**src/rtl/save_uploader.sv**
```systemverilog
// Streams bytes from an on-chip RAM back to the HPS on upload requests,
// stalling the CPU while its upload index is active and tracking count/checksum.
module save_uploader #(
  parameter int         ADDR_W = 14,
  parameter logic [7:0] INDEX  = 8'd4,
  parameter logic [7:0] FILL   = 8'hFF
) (
  input  logic              clk_24,
  input  logic              reset,
  input  logic              up_req,
  input  logic [7:0]        up_index,
  input  logic [16:0]       up_addr,
  input  logic              up_rd,
  output logic [7:0]        up_din,
  output logic              up_wait,
  output logic [ADDR_W-1:0] mem_addr,
  output logic              mem_rd,
  input  logic [7:0]        mem_data,
  output logic              cpu_hold,
  output logic [16:0]       up_count,
  output logic [7:0]        up_sum,
  output logic              overrun
);

  typedef enum logic [1:0] {IDLE, FETCH, CAPTURE} state_t;

  state_t              state_q, state_d;
  logic                match_q, match_d;
  logic                oob_q, oob_d;
  logic [7:0]          up_din_q, up_din_d;
  logic                up_wait_q, up_wait_d;
  logic [ADDR_W-1:0]   mem_addr_q, mem_addr_d;
  logic                mem_rd_q, mem_rd_d;
  logic                cpu_hold_q, cpu_hold_d;
  logic [16:0]         up_count_q, up_count_d;
  logic [7:0]          up_sum_q, up_sum_d;
  logic                overrun_q, overrun_d;

  logic                match;
  logic                start;
  logic                in_range;
  logic [7:0]          byte_val;

  always_comb begin
    match    = up_req && (up_index == INDEX);
    start    = match && !match_q;
    in_range = (32'(up_addr) < (32'd1 << ADDR_W));
    byte_val = oob_q ? FILL : mem_data;

    state_d    = state_q;
    match_d    = match;
    oob_d      = oob_q;
    up_din_d   = up_din_q;
    up_wait_d  = up_wait_q;
    mem_addr_d = mem_addr_q;
    mem_rd_d   = mem_rd_q;
    cpu_hold_d = cpu_hold_q;
    up_count_d = up_count_q;
    up_sum_d   = up_sum_q;
    overrun_d  = overrun_q;

    if (start) begin
      up_count_d = 17'd0;
      up_sum_d   = 8'd0;
      overrun_d  = 1'b0;
    end

    case (state_q)
      IDLE: begin
        if (up_rd) begin
          if (match) begin
            state_d   = FETCH;
            up_wait_d = 1'b1;
            if (in_range) begin
              mem_addr_d = up_addr[ADDR_W-1:0];
              mem_rd_d   = 1'b1;
              oob_d      = 1'b0;
            end else begin
              oob_d = 1'b1;
            end
          end else begin
            up_din_d = FILL;
          end
        end
      end
      FETCH: begin
        state_d  = CAPTURE;
        mem_rd_d = 1'b0;
        if (up_rd) overrun_d = 1'b1;
      end
      CAPTURE: begin
        state_d    = IDLE;
        up_din_d   = byte_val;
        up_wait_d  = 1'b0;
        up_count_d = up_count_d + 17'd1;
        up_sum_d   = up_sum_d + byte_val;
        if (up_rd) overrun_d = 1'b1;
      end
      default: state_d = IDLE;
    endcase

    // The hold is released only once any in-flight fetch has fully drained.
    if (match) cpu_hold_d = 1'b1;
    else if (state_q == IDLE) cpu_hold_d = 1'b0;
  end

  always_ff @(posedge clk_24) begin
    if (reset) begin
      state_q    <= IDLE;
      match_q    <= 1'b0;
      oob_q      <= 1'b0;
      up_din_q   <= FILL;
      up_wait_q  <= 1'b0;
      mem_addr_q <= '0;
      mem_rd_q   <= 1'b0;
      cpu_hold_q <= 1'b0;
      up_count_q <= 17'd0;
      up_sum_q   <= 8'd0;
      overrun_q  <= 1'b0;
    end else begin
      state_q    <= state_d;
      match_q    <= match_d;
      oob_q      <= oob_d;
      up_din_q   <= up_din_d;
      up_wait_q  <= up_wait_d;
      mem_addr_q <= mem_addr_d;
      mem_rd_q   <= mem_rd_d;
      cpu_hold_q <= cpu_hold_d;
      up_count_q <= up_count_d;
      up_sum_q   <= up_sum_d;
      overrun_q  <= overrun_d;
    end
  end

  assign up_din   = up_din_q;
  assign up_wait  = up_wait_q;
  assign mem_addr = mem_addr_q;
  assign mem_rd   = mem_rd_q;
  assign cpu_hold = cpu_hold_q;
  assign up_count = up_count_q;
  assign up_sum   = up_sum_q;
  assign overrun  = overrun_q;

endmodule

```
**config.mk**
```make
export PLATFORM = sky130hd
export DESIGN_NAME = save_uploader
export DESIGN_NICKNAME = d
export VERILOG_FILES = /design/src/rtl/save_uploader.sv
export SDC_FILE = /design/constraint.sdc
export NUM_CORES = 1
export LEC_CHECK = 0
export CORE_MARGIN = 2
export CORE_UTILIZATION = 40
export DETAILED_ROUTE_END_ITERATION = 16
export PLACE_DENSITY_LB_ADDON = 0.25
export SLEW_MARGIN = 0
export SYNTH_ARGS = -nofsm -noshare
export SYNTH_HDL_FRONTEND = slang
export SYNTH_SLANG_ARGS = --single-unit
```
**constraint.sdc**
```tcl
create_clock -name clk_24 -period 9.15 [get_ports clk_24]
set_input_delay 2.2875 -clock clk_24 [delete_from_list [all_inputs] [get_ports clk_24]]
set_output_delay 2.2875 -clock clk_24 [all_outputs]
set_load 0.02 [all_outputs]
```
==> results of run 1 <==
==> worst min-delay path by stage <==
stage	startpoint	to	slack, ns	cells past startpoint
CTS	mem_addr[10]$_SDFFE_PP0P_	mem_addr[10]$_SDFFE_PP0P_	0.46	2
global route	mem_addr[2]$_SDFFE_PP0P_	mem_addr[2]$_SDFFE_PP0P_	0.48	2
global placement	mem_addr[9]$_SDFFE_PP0P_	mem_addr[9]$_SDFFE_PP0P_	0.44	2
floorplan	state_q[1]$_SDFFE_PP0P_	state_q[1]$_SDFFE_PP0P_	0.46	2
detailed placement	mem_addr[10]$_SDFFE_PP0P_	mem_addr[10]$_SDFFE_PP0P_	0.45	2
finish	mem_addr[10]$_SDFFE_PP0P_	mem_addr[10]$_SDFFE_PP0P_	0.46	2
==> cell families after synthesis <==
logic type               after synthesis  synth area share, %
AO/OA/AOI/OAI                         54                 12.1
adder cells (fa/ha/maj)               14                 6.67
flip-flops                            55                 40.2
multiplexers                           8                 2.97
XOR/XNOR                              17                 5.43
buffers and inverters                 21                 3.52
AND/OR/NAND/NOR                      143                 29.1
==> per-layer routing <==
layer  vias to the layer above  global-route usage, %
met3                         5                   5.71
met1                      1076                   21.5
li1                       1216                      -
met4                         0                   4.12
met5                         -                      0
met2                        57                   26.5
==> worst min-delay path, stage by stage (launching register included) <==
cell and delay, ns:
dfxtp_1 0.32, nand2_1 0.05, a21oi_1 0.05
==> cells in the final DEF (no fill, tap or decap), types with 2 or more instances in the layout <==
cell type,n
a21o_1,2
or3_1,3
nand2b_1,22
clkdlybuf4s50_1,87
o211ai_1,3
nand4_1,3
buf_4,2
nand2_1,44
or2_2,7
nand4b_1,2
nand3_1,5
and3_1,2
xnor2_1,13
ha_1,13
xor2_1,4
nor3b_1,4
o21bai_1,3
and2_1,9
nor2_1,22
nor3_1,4
mux2i_1,7
a211oi_1,4
a21oi_1,31
clkbuf_8,6
dfxtp_1,55
o21ai_0,5
inv_1,6
nor2b_1,5
==> power groups by stage <==
stage	clock network, mW	logic [mW]	registers (mW)
after global routing	0.162	0.0394	0.241
after global placement	0	0.0362	0.246
after detailed placement	0	0.0366	0.246
after floorplan	0	0.0140	0.247
final	0.145	0.0366	0.241
after CTS	0.152	0.0368	0.241
==> final cells by class <==
cell class	instances	area share [%]
multi-input combinational	236	41.1
sequential	55	29.4
timing repair buffer	89	23.6
tap	80	2.67
clock buffer	6	2.20
inverter	6	0.600
clock inverter	2	0.434
==> per-stage QoR <==
stage | std cells | instance area, sq um | setup slack, ns | hold WS, ns
3_3_place_gp | 466 | 3650 | 3.54 | 0.437
3_5_place_dp | 466 | 3650 | 3.41 | 0.447
2_1_floorplan | 312 | 2740 | 4.47 | 0.460
6_report | 474 | 3750 | 3.79 | 0.456
5_1_grt | 474 | 3750 | 3.55 | 0.476
4_1_cts | 474 | 3750 | 3.74 | 0.460
==> sequential cells by signal (all words and copies together) (netlist names) <==
signal and cells:
match_q 1, mem_rd 1, overrun 1, up_din 8
cpu_hold 1, up_count 17, oob_q 1, mem_addr 14
up_sum 8, up_wait 1, state_q 2
==> results.sh, run 1 <==
export IMPL_swShare_pct=23.4
export IMPL_post_dp_hpwl_um=4450
export IMPL_ir_worst_vdd_uv=63.5
export IMPL_grt_pass1_wl_um=10000
export IMPL_min_period_ns=5.36
export IMPL_die_w_um=86.8
export IMPL_hold_viol_final=0
export IMPL_setup_viol=0
export IMPL_area_delta_synth_final_pct=36.9
export IMPL_total_power_mw=0.423
export IMPL_worst_setup_path_start_kind="input port"
export IMPL_fmaxAchievable_ghz=0.187
export IMPL_drc=0
export IMPL_route_met3_wl_um=385
export IMPL_synth_seq_area_share_pct=40.2
export IMPL_num_fill_cells=624
export IMPL_multi_input_area_sq_um=1540
export IMPL_dr_max_layer_used="met4"
export IMPL_r2r_start="match_q$_SDFF_PP0_"
export IMPL_period_share_pct=58.6
export IMPL_post_cts_resized=0
export IMPL_seqPwrFrac_pct=56.9
export IMPL_core_area_sq_um=6720
export IMPL_critical_path_slowest_cell="nand4b_1"
export IMPL_worstPathCellList="clkdlybuf4s50_1 -> nor4b_4 -> nand4b_1 -> and2_1 -> ha_1 -> a211oi_1 -> o211ai_1 -> a21oi_1 -> mux2i_1 -> mux2_2"
export IMPL_cts_hold_buf=0
export IMPL_cts_htree_levels=2
export IMPL_cp_top_family="simple AND/OR/NAND/NOR gates"
export IMPL_report_final_slew_viol_count=0
export IMPL_net_switching_power_mw=0.0989
export IMPL_internal_power_mw=0.324
export IMPL_synthTopCellsByCount="dfxtp_1, nand2_1, a21oi_1, nand2b_1, nor2_1"
export IMPL_yosysTopAreaCell="dfxtp_1"
export IMPL_placementRows=30
export IMPL_initial_core_util_pct=40.8
export IMPL_syn_nets=363
export IMPL_avgSynthCellArea_sq_um=8.78
export IMPL_routed_via_density=4.97
export IMPL_grt_usage_pct=16.6
export IMPL_cts_buffer_depth=2
export IMPL_crit_path_max_fanout=14
export IMPL_synth_area_top_cells="dfxtp_1, nand2_1, ha_1, a21oi_1, nand2b_1"
export IMPL_required_ns=9.35
export IMPL_clkPwrFrac_pct=34.4
export IMPL_rsz0062_at_grt="no"
export IMPL_synth_top_flop_cell="dfxtp_1"
export IMPL_crit_start="up_index[4]"
export IMPL_p_leak_nw=1.36
export IMPL_cts_buffers=5
export IMPL_drt_iter0_drc=95
export IMPL_rr_worst_depth=8
export IMPL_yosysUniqueCellTypes=47
export IMPL_yosysMostFrequentCell="dfxtp_1"
export IMPL_path_buf_inv=1
export IMPL_post_cts_buffers=0
export IMPL_crit_arrival_ns=5.57
export IMPL_io_pins=88
export IMPL_cap_violations=0
export IMPL_r2r_end="up_sum[7]$_SDFF_PP0_"
export IMPL_fin_util_pct=55.8
export IMPL_syn_inst=312
export IMPL_dieArea_sq_um=7530
export IMPL_power_share_combinational_pct=8.7
export IMPL_yosysTopAreaCellShare_pct=40.2
export IMPL_syn_area_sq_um=2740
export IMPL_num_vias=2354
export IMPL_cp_endpoint="up_sum[7]$_SDFF_PP0_"
export IMPL_synth_edf_count=0
export IMPL_drtAntennaViolNets=0
export IMPL_dr_pass1_iters=6
export IMPL_clk_pin_slew_ns=0.10
export IMPL_die_h_um=86.8
export IMPL_cpPeakStageDelay_ns=0.53
export IMPL_place_congestion=0.794
export IMPL_cts_root_buf="clkbuf_8"
export IMPL_insertion_delay_ns=0.31
export IMPL_wl_per_cell_um=13.0
export IMPL_antenna_found_initial=0
export IMPL_maxSlewHeadroom_pct=45.9
export IMPL_first_global_vias=2211
export IMPL_io_buffers=87
export IMPL_final_nets=444
export IMPL_clock_sinks=55
export IMPL_fin_tns_setup_ns=0
export IMPL_p_per_area_nw_per_um2=113
export IMPL_routed_wl_um=6150
export IMPL_async_flop_share_pct=0
export IMPL_antenna_cells=0
export IMPL_grt_overflow=0
export IMPL_seqCellArea_sq_um=1100
export IMPL_hold_class="flop to flop"
export IMPL_yosys_warnings=0
export IMPL_tightest_slew_ns=0.806
export IMPL_drive_gt1_share_pct=6.85
export IMPL_crit_cells=10
export IMPL_ys_ff_latch=55
export IMPL_worst_r2r_setup_slack_ns=6.31
export IMPL_wl_met2_um=2790
export IMPL_grt_start_max_net_pins=46
export IMPL_cts_tree="yes"
export IMPL_clock_skew_ns=0.00965
export IMPL_status="finished, final reports clean"
export IMPL_crit_type="input port to flop"
export IMPL_end_kind="flop"
export IMPL_wl_met1_um=2920
(Power assumes the default switching activity.)
==> inputs of run 2 (changes only) <==
==> constraint.sdc (replaced) <==
create_clock -name clk_24 -period 5.3 [get_ports clk_24]
set_input_delay 1.325 -clock clk_24 [delete_from_list [all_inputs] [get_ports clk_24]]
set_output_delay 1.325 -clock clk_24 [all_outputs]
set_load 0.02 [all_outputs]
==> run 2 against run 1 <==
Against the previous run: hold slack improved by 0.0034 ns; global-route usage increased by 0.18 points; clock power increased by 96%; sequential power increased by 72%; via count decreased by 0.25%; wire length increased by 0.62%; die area unchanged; final cell count unchanged; clock skew decreased by 0.0056 ns; critical endpoint unchanged; largest power group unchanged.
==> results.sh, run 2 (synthesized netlist as in run 1, its figures left out) <==
export IMPL_worst_r2r_setup_slack_ns=2.49
export IMPL_hold_viol_final=0
export IMPL_routed_wl_um=6190
export IMPL_p_per_area_nw_per_um2=203
export IMPL_cts_hold_buf=0
export IMPL_hold_class="flop to flop"
export IMPL_core_area_sq_um=6720
export IMPL_clk_pin_slew_ns=0.10
export IMPL_dr_pass1_iters=4
export IMPL_io_buffers=87
export IMPL_crit_type="input port to flop"
export IMPL_fin_hold_ws_ns=0.459
export IMPL_swShare_pct=22.3
export IMPL_period_share_pct=82.4
export IMPL_dieArea_sq_um=7530
export IMPL_min_period_ns=4.37
export IMPL_crit_path_max_fanout=14
export IMPL_hold_end="mem_addr[1]$_SDFFE_PP0P_"
export IMPL_r2r_end="up_sum[7]$_SDFF_PP0_"
export IMPL_io_pins=88
export IMPL_net_switching_power_mw=0.170
export IMPL_wl_per_cell_um=13.1
export IMPL_end_kind="flop"
export IMPL_post_cts_resized=0
export IMPL_die_w_um=86.8
export IMPL_cp_top_family="simple AND/OR/NAND/NOR gates"
export IMPL_cts_root_buf="clkbuf_8"
export IMPL_setup_ws_ns=0.934
export IMPL_num_fill_cells=599
export IMPL_routed_via_density=4.95
export IMPL_crit_cells=10
export IMPL_crit_arrival_ns=4.57
export IMPL_required_ns=5.51
export IMPL_ir_worst_vdd_uv=112
export IMPL_clkPwrFrac_pct=37.3
export IMPL_cts_htree_levels=2
export IMPL_largest_reg_flops=17
export IMPL_clock_sinks=55
export IMPL_cts_buffers=5
export IMPL_setup_viol=0
export IMPL_maxSlewHeadroom_pct=43.4
export IMPL_fin_util_pct=56.0
export IMPL_fin_tns_setup_ns=0
export IMPL_post_dp_hpwl_um=4530
export IMPL_cts_buffer_depth=2
export IMPL_tightest_slew_ns=0.843
export IMPL_post_cts_buffers=0
export IMPL_total_power_mw=0.763
export IMPL_final_cell_mix="clkdlybuf4s50_1, dfxtp_1, nand2_1, a21oi_1"
export IMPL_grt_start_max_net_pins=33
export IMPL_fmaxAchievable_ghz=0.229
export IMPL_die_h_um=86.8
export IMPL_report_final_slew_viol_count=0
export IMPL_instances_no_fill=474
export IMPL_seqPwrFrac_pct=54.5
export IMPL_cts_tree="yes"
export IMPL_place_inst=466
export IMPL_grt_pass1_wl_um=10200
export IMPL_place_area_sq_um=3650
export IMPL_first_global_vias=2212
export IMPL_min_from="mem_addr[1]$_SDFFE_PP0P_"
export IMPL_r2r_start="match_q$_SDFF_PP0_"
export IMPL_clock_skew_ns=0.00406
export IMPL_placementRows=30
export IMPL_worstPathCellList="clkdlybuf4s50_1 -> nor4b_4 -> nand4b_1 -> and2_1 -> ha_1 -> a211oi_1 -> o211ai_1 -> a21oi_1 -> mux2i_1 -> mux2_2"
export IMPL_rr_worst_depth=8
export IMPL_area_delta_synth_final_pct=37.4
export IMPL_rsz0062_at_grt="no"
export IMPL_drive_gt1_share_pct=6.85
export IMPL_critical_path_slowest_cell="nand4b_1"
export IMPL_place_congestion=0.791
export IMPL_drtAntennaViolNets=0
export IMPL_path_buf_inv=1
export IMPL_worst_setup_path_start_kind="input port"
export IMPL_whs_path_depth=2
export IMPL_num_vias=2348
export IMPL_final_nets=444
export IMPL_drc=0
export IMPL_p_leak_nw=1.37
export IMPL_dpl_worst_slack_ns=0.503
export IMPL_internal_power_mw=0.593
export IMPL_cap_violations=0
export IMPL_fin_area_sq_um=3760
export IMPL_grt_overflow=0
export IMPL_grt_usage_pct=16.7
export IMPL_power_share_combinational_pct=8.3
export IMPL_antenna_found_initial=0
export IMPL_cpPeakStageDelay_ns=0.52
export IMPL_initial_core_util_pct=40.8
export IMPL_final_common_cell="clkdlybuf4s50_1"
export IMPL_insertion_delay_ns=0.31
export IMPL_drt_iter0_drc=151
export IMPL_antenna_cells=0
export IMPL_status="finished, final reports clean"
-- run 2: cell types whose count changed in the layout (fill, tap and decap cells not counted), sizes merged --
cell | previous run | this run
clkinvlp | 1 | 0
clkbuf | 6 | 5
clkinv | 1 | 2
bufinv | 0 | 1
-- run 2: worst max path at each step --
stage	start	end	slack, ns
after detailed placement	up_index[4]	up_sum[7]$_SDFF_PP0_	0.50
after global placement	up_index[4]	up_sum[7]$_SDFF_PP0_	0.64
after floorplan	up_index[4]	up_sum[7]$_SDFF_PP0_	1.58
after global routing	up_index[4]	up_sum[6]$_SDFF_PP0_	0.53
after CTS	up_index[4]	up_sum[7]$_SDFF_PP0_	0.84
final	up_index[4]	up_sum[7]$_SDFF_PP0_	0.93
-- run 2: layer usage --
layer	routed length, um	track usage (%)	up-vias
li1	-	-	1212
met1	2890	21.7	1071
met2	2850	27.3	58
met3	390	5.24	7
met4	57	3.84	0
met5	0	0	-
-- run 2: layout make-up --
cell class	count	area [sq um]	area share, %
clock inverters	3	43.8	1.16
inverters	6	22.5	0.598
well taps	80	100	2.66
flip-flops and latches	55	1100	29.2
clock buffers	5	68.8	1.83
multi-input cells	236	1540	41.0
repair buffers	89	886	23.5
-- run 2: worst register-to-register path, stage by stage, from the launching register on --
cell and delay [ns]:
dfxtp_1 0.32, nand4b_1 0.52, and2_1 0.41, ha_1 0.30, a211oi_1 0.29, o211ai_1 0.13, a21oi_1 0.19, mux2i_1 0.21
mux2_2 0.34
-- run 2: power groups by stage --
stage	Combinational, mW	Clock, mW	Sequential, mW
floorplan	0.0242	0	0.427
global placement	0.0624	0	0.425
detailed placement	0.0635	0	0.425
CTS	0.0637	0.293	0.416
global route	0.0685	0.306	0.416
finish	0.0631	0.284	0.415
==> inputs of run 3 (changes only) <==
==> constraint.sdc (replaced) <==
create_clock -name clk_24 -period 4.55 [get_ports clk_24]
set_input_delay 1.1375 -clock clk_24 [delete_from_list [all_inputs] [get_ports clk_24]]
set_output_delay 1.1375 -clock clk_24 [all_outputs]
set_load 0.02 [all_outputs]
==> run 3 against run 2 <==
Against the previous run: final cell count is 0.42% higher; wire length is 1.4% higher; clock-buffer cell count rose by 2; critical path depth unchanged; clock power grew 2%; largest cell class unchanged; highest routed layer unchanged.
==> results.sh, run 3 (synthesized netlist as in run 1, its figures left out) <==
export IMPL_drc=0
export IMPL_post_dp_hpwl_um=4560
export IMPL_post_cts_buffers=0
export IMPL_internal_power_mw=0.652
export IMPL_swShare_pct=23.0
export IMPL_net_switching_power_mw=0.195
export IMPL_post_cts_resized=0
export IMPL_die_w_um=86.8
export IMPL_status="finished, final reports clean"
export IMPL_clkPwrFrac_pct=34.2
export IMPL_placementRows=30
export IMPL_crit_type="input port to flop"
export IMPL_maxSlewHeadroom_pct=43.7
export IMPL_power_share_combinational_pct=8.7
export IMPL_min_from="mem_addr[2]$_SDFFE_PP0P_"
export IMPL_rsz0062_at_grt="no"
export IMPL_tightest_slew_ns=0.838
export IMPL_p_per_area_nw_per_um2=225
export IMPL_drt_iter0_drc=94
export IMPL_ir_worst_vdd_uv=125
export IMPL_clock_skew_ns=0.0134
export IMPL_worst_setup_path_start_kind="input port"
export IMPL_area_delta_synth_final_pct=37.3
export IMPL_dr_pass1_iters=4
export IMPL_final_common_cell="clkdlybuf4s50_1"
export IMPL_clk_pin_slew_ns=0.10
export IMPL_die_h_um=86.8
export IMPL_drive_gt1_share_pct=7.07
export IMPL_grt_overflow=0
export IMPL_num_fill_cells=611
export IMPL_hold_class="flop to flop"
export IMPL_setup_viol=0
export IMPL_wl_per_cell_um=13.2
export IMPL_cts_htree_levels=2
export IMPL_crit_arrival_ns=4.29
export IMPL_final_cell_mix="clkdlybuf4s50_1, dfxtp_1, nand2_1, a21oi_1"
export IMPL_period_share_pct=89.8
export IMPL_grt_start_max_net_pins=32
export IMPL_final_nets=446
export IMPL_grt_usage_pct=16.8
export IMPL_num_vias=2404
export IMPL_fmaxAchievable_ghz=0.245
export IMPL_cts_tree="yes"
export IMPL_hold_end="mem_addr[2]$_SDFFE_PP0P_"
export IMPL_hold_viol_final=0
export IMPL_whs_path_depth=2
export IMPL_required_ns=4.76
export IMPL_insertion_delay_ns=0.31
export IMPL_fin_hold_ws_ns=0.456
export IMPL_r2r_start="match_q$_SDFF_PP0_"
export IMPL_crit_path_max_fanout=9
export IMPL_largest_reg_flops=17
export IMPL_place_congestion=0.819
export IMPL_first_global_vias=2310
export IMPL_routed_wl_um=6280
export IMPL_antenna_cells=0
export IMPL_fin_tns_setup_ns=0
export IMPL_seqPwrFrac_pct=57.1
export IMPL_grt_pass1_wl_um=10300
export IMPL_clock_sinks=55
export IMPL_report_final_slew_viol_count=0
export IMPL_io_buffers=87
export IMPL_io_pins=88
export IMPL_cts_hold_buf=0
export IMPL_end_kind="flop"
export IMPL_initial_core_util_pct=40.8
export IMPL_core_area_sq_um=6720
export IMPL_worst_r2r_setup_slack_ns=1.83
export IMPL_r2r_end="up_sum[7]$_SDFF_PP0_"
export IMPL_dieArea_sq_um=7530
export IMPL_cts_buffer_depth=2
export IMPL_routed_via_density=5.05
export IMPL_drtAntennaViolNets=0
export IMPL_cap_violations=0
export IMPL_antenna_found_initial=0
export IMPL_rr_worst_depth=8
export IMPL_p_leak_nw=1.37
export IMPL_min_period_ns=4.08
export IMPL_cts_root_buf="clkbuf_8"
export IMPL_cts_buffers=5
==> run 3: routing by layer <==
| layer | wire (um) | part of all wire [%] | GRT usage, % | vias up |
|---|---|---|---|---|
| met5 | 0 | 0 | 0 | - |
| met3 | 412 | 6.6 | 4.10 | 8 |
| met4 | 71 | 1.1 | 4.83 | 0 |
| met1 | 2830 | 45 | 21.2 | 1105 |
| met2 | 2970 | 47 | 28.6 | 71 |
| li1 | - | - | - | 1220 |
==> run 3: power groups by stage <==
stage / clock, mW / sequential (mW) / combinational (mW)
2_1_floorplan: 0 / 0.497 / 0.0281
3_3_place_gp: 0 / 0.495 / 0.0731
4_1_cts: 0.299 / 0.484 / 0.0743
3_5_place_dp: 0 / 0.495 / 0.0737
6_report: 0.289 / 0.484 / 0.0737
5_1_grt: 0.311 / 0.484 / 0.0796
==> run 3: layout make-up <==
type | count | area (sq um) | area share (%)
multi-input combinational | 236 | 1540 | 41.0
sequential | 55 | 1100 | 29.3
timing repair buffer | 91 | 901 | 23.9
tap | 80 | 100 | 2.66
clock buffer | 7 | 86.3 | 2.29
inverter | 6 | 22.5 | 0.599
clock inverter | 1 | 8.76 | 0.233
==> run 3: worst max path at each step <==
stage | start | end | cells after the start
2_1_floorplan | up_index[4] | up_sum[7]$_SDFF_PP0_ | 10
4_1_cts | up_index[4] | up_sum[7]$_SDFF_PP0_ | 10
5_1_grt | up_index[4] | up_sum[7]$_SDFF_PP0_ | 10
3_5_place_dp | up_index[4] | up_sum[6]$_SDFF_PP0_ | 11
6_report | up_index[4] | up_sum[7]$_SDFF_PP0_ | 10
3_3_place_gp | up_index[4] | up_sum[7]$_SDFF_PP0_ | 10
==> run 3: worst max-delay path, stage by stage <==
cell and delay [ns]:
clkdlybuf4s50_1 0.44, nor4b_4 0.42, nand4b_1 0.43, and2_1 0.37, ha_1 0.30, a211oi_1 0.31, o211ai_1 0.14, a21oi_1 0.19
mux2i_1 0.21, mux2_2 0.34
==> run 3: stage by stage <==
stage	cells	setup slack (ns)	util (%)	power [mW]	area [sq um]
CTS	476	0.478	56.0	0.857	3760
finish	476	0.466	56.0	0.847	3760
floorplan	312	1.02	-	0.525	2740
detailed placement	468	0.189	54.6	0.569	3670
global placement	468	0.254	54.6	0.568	3670
global route	476	0.265	56.0	0.875	3760
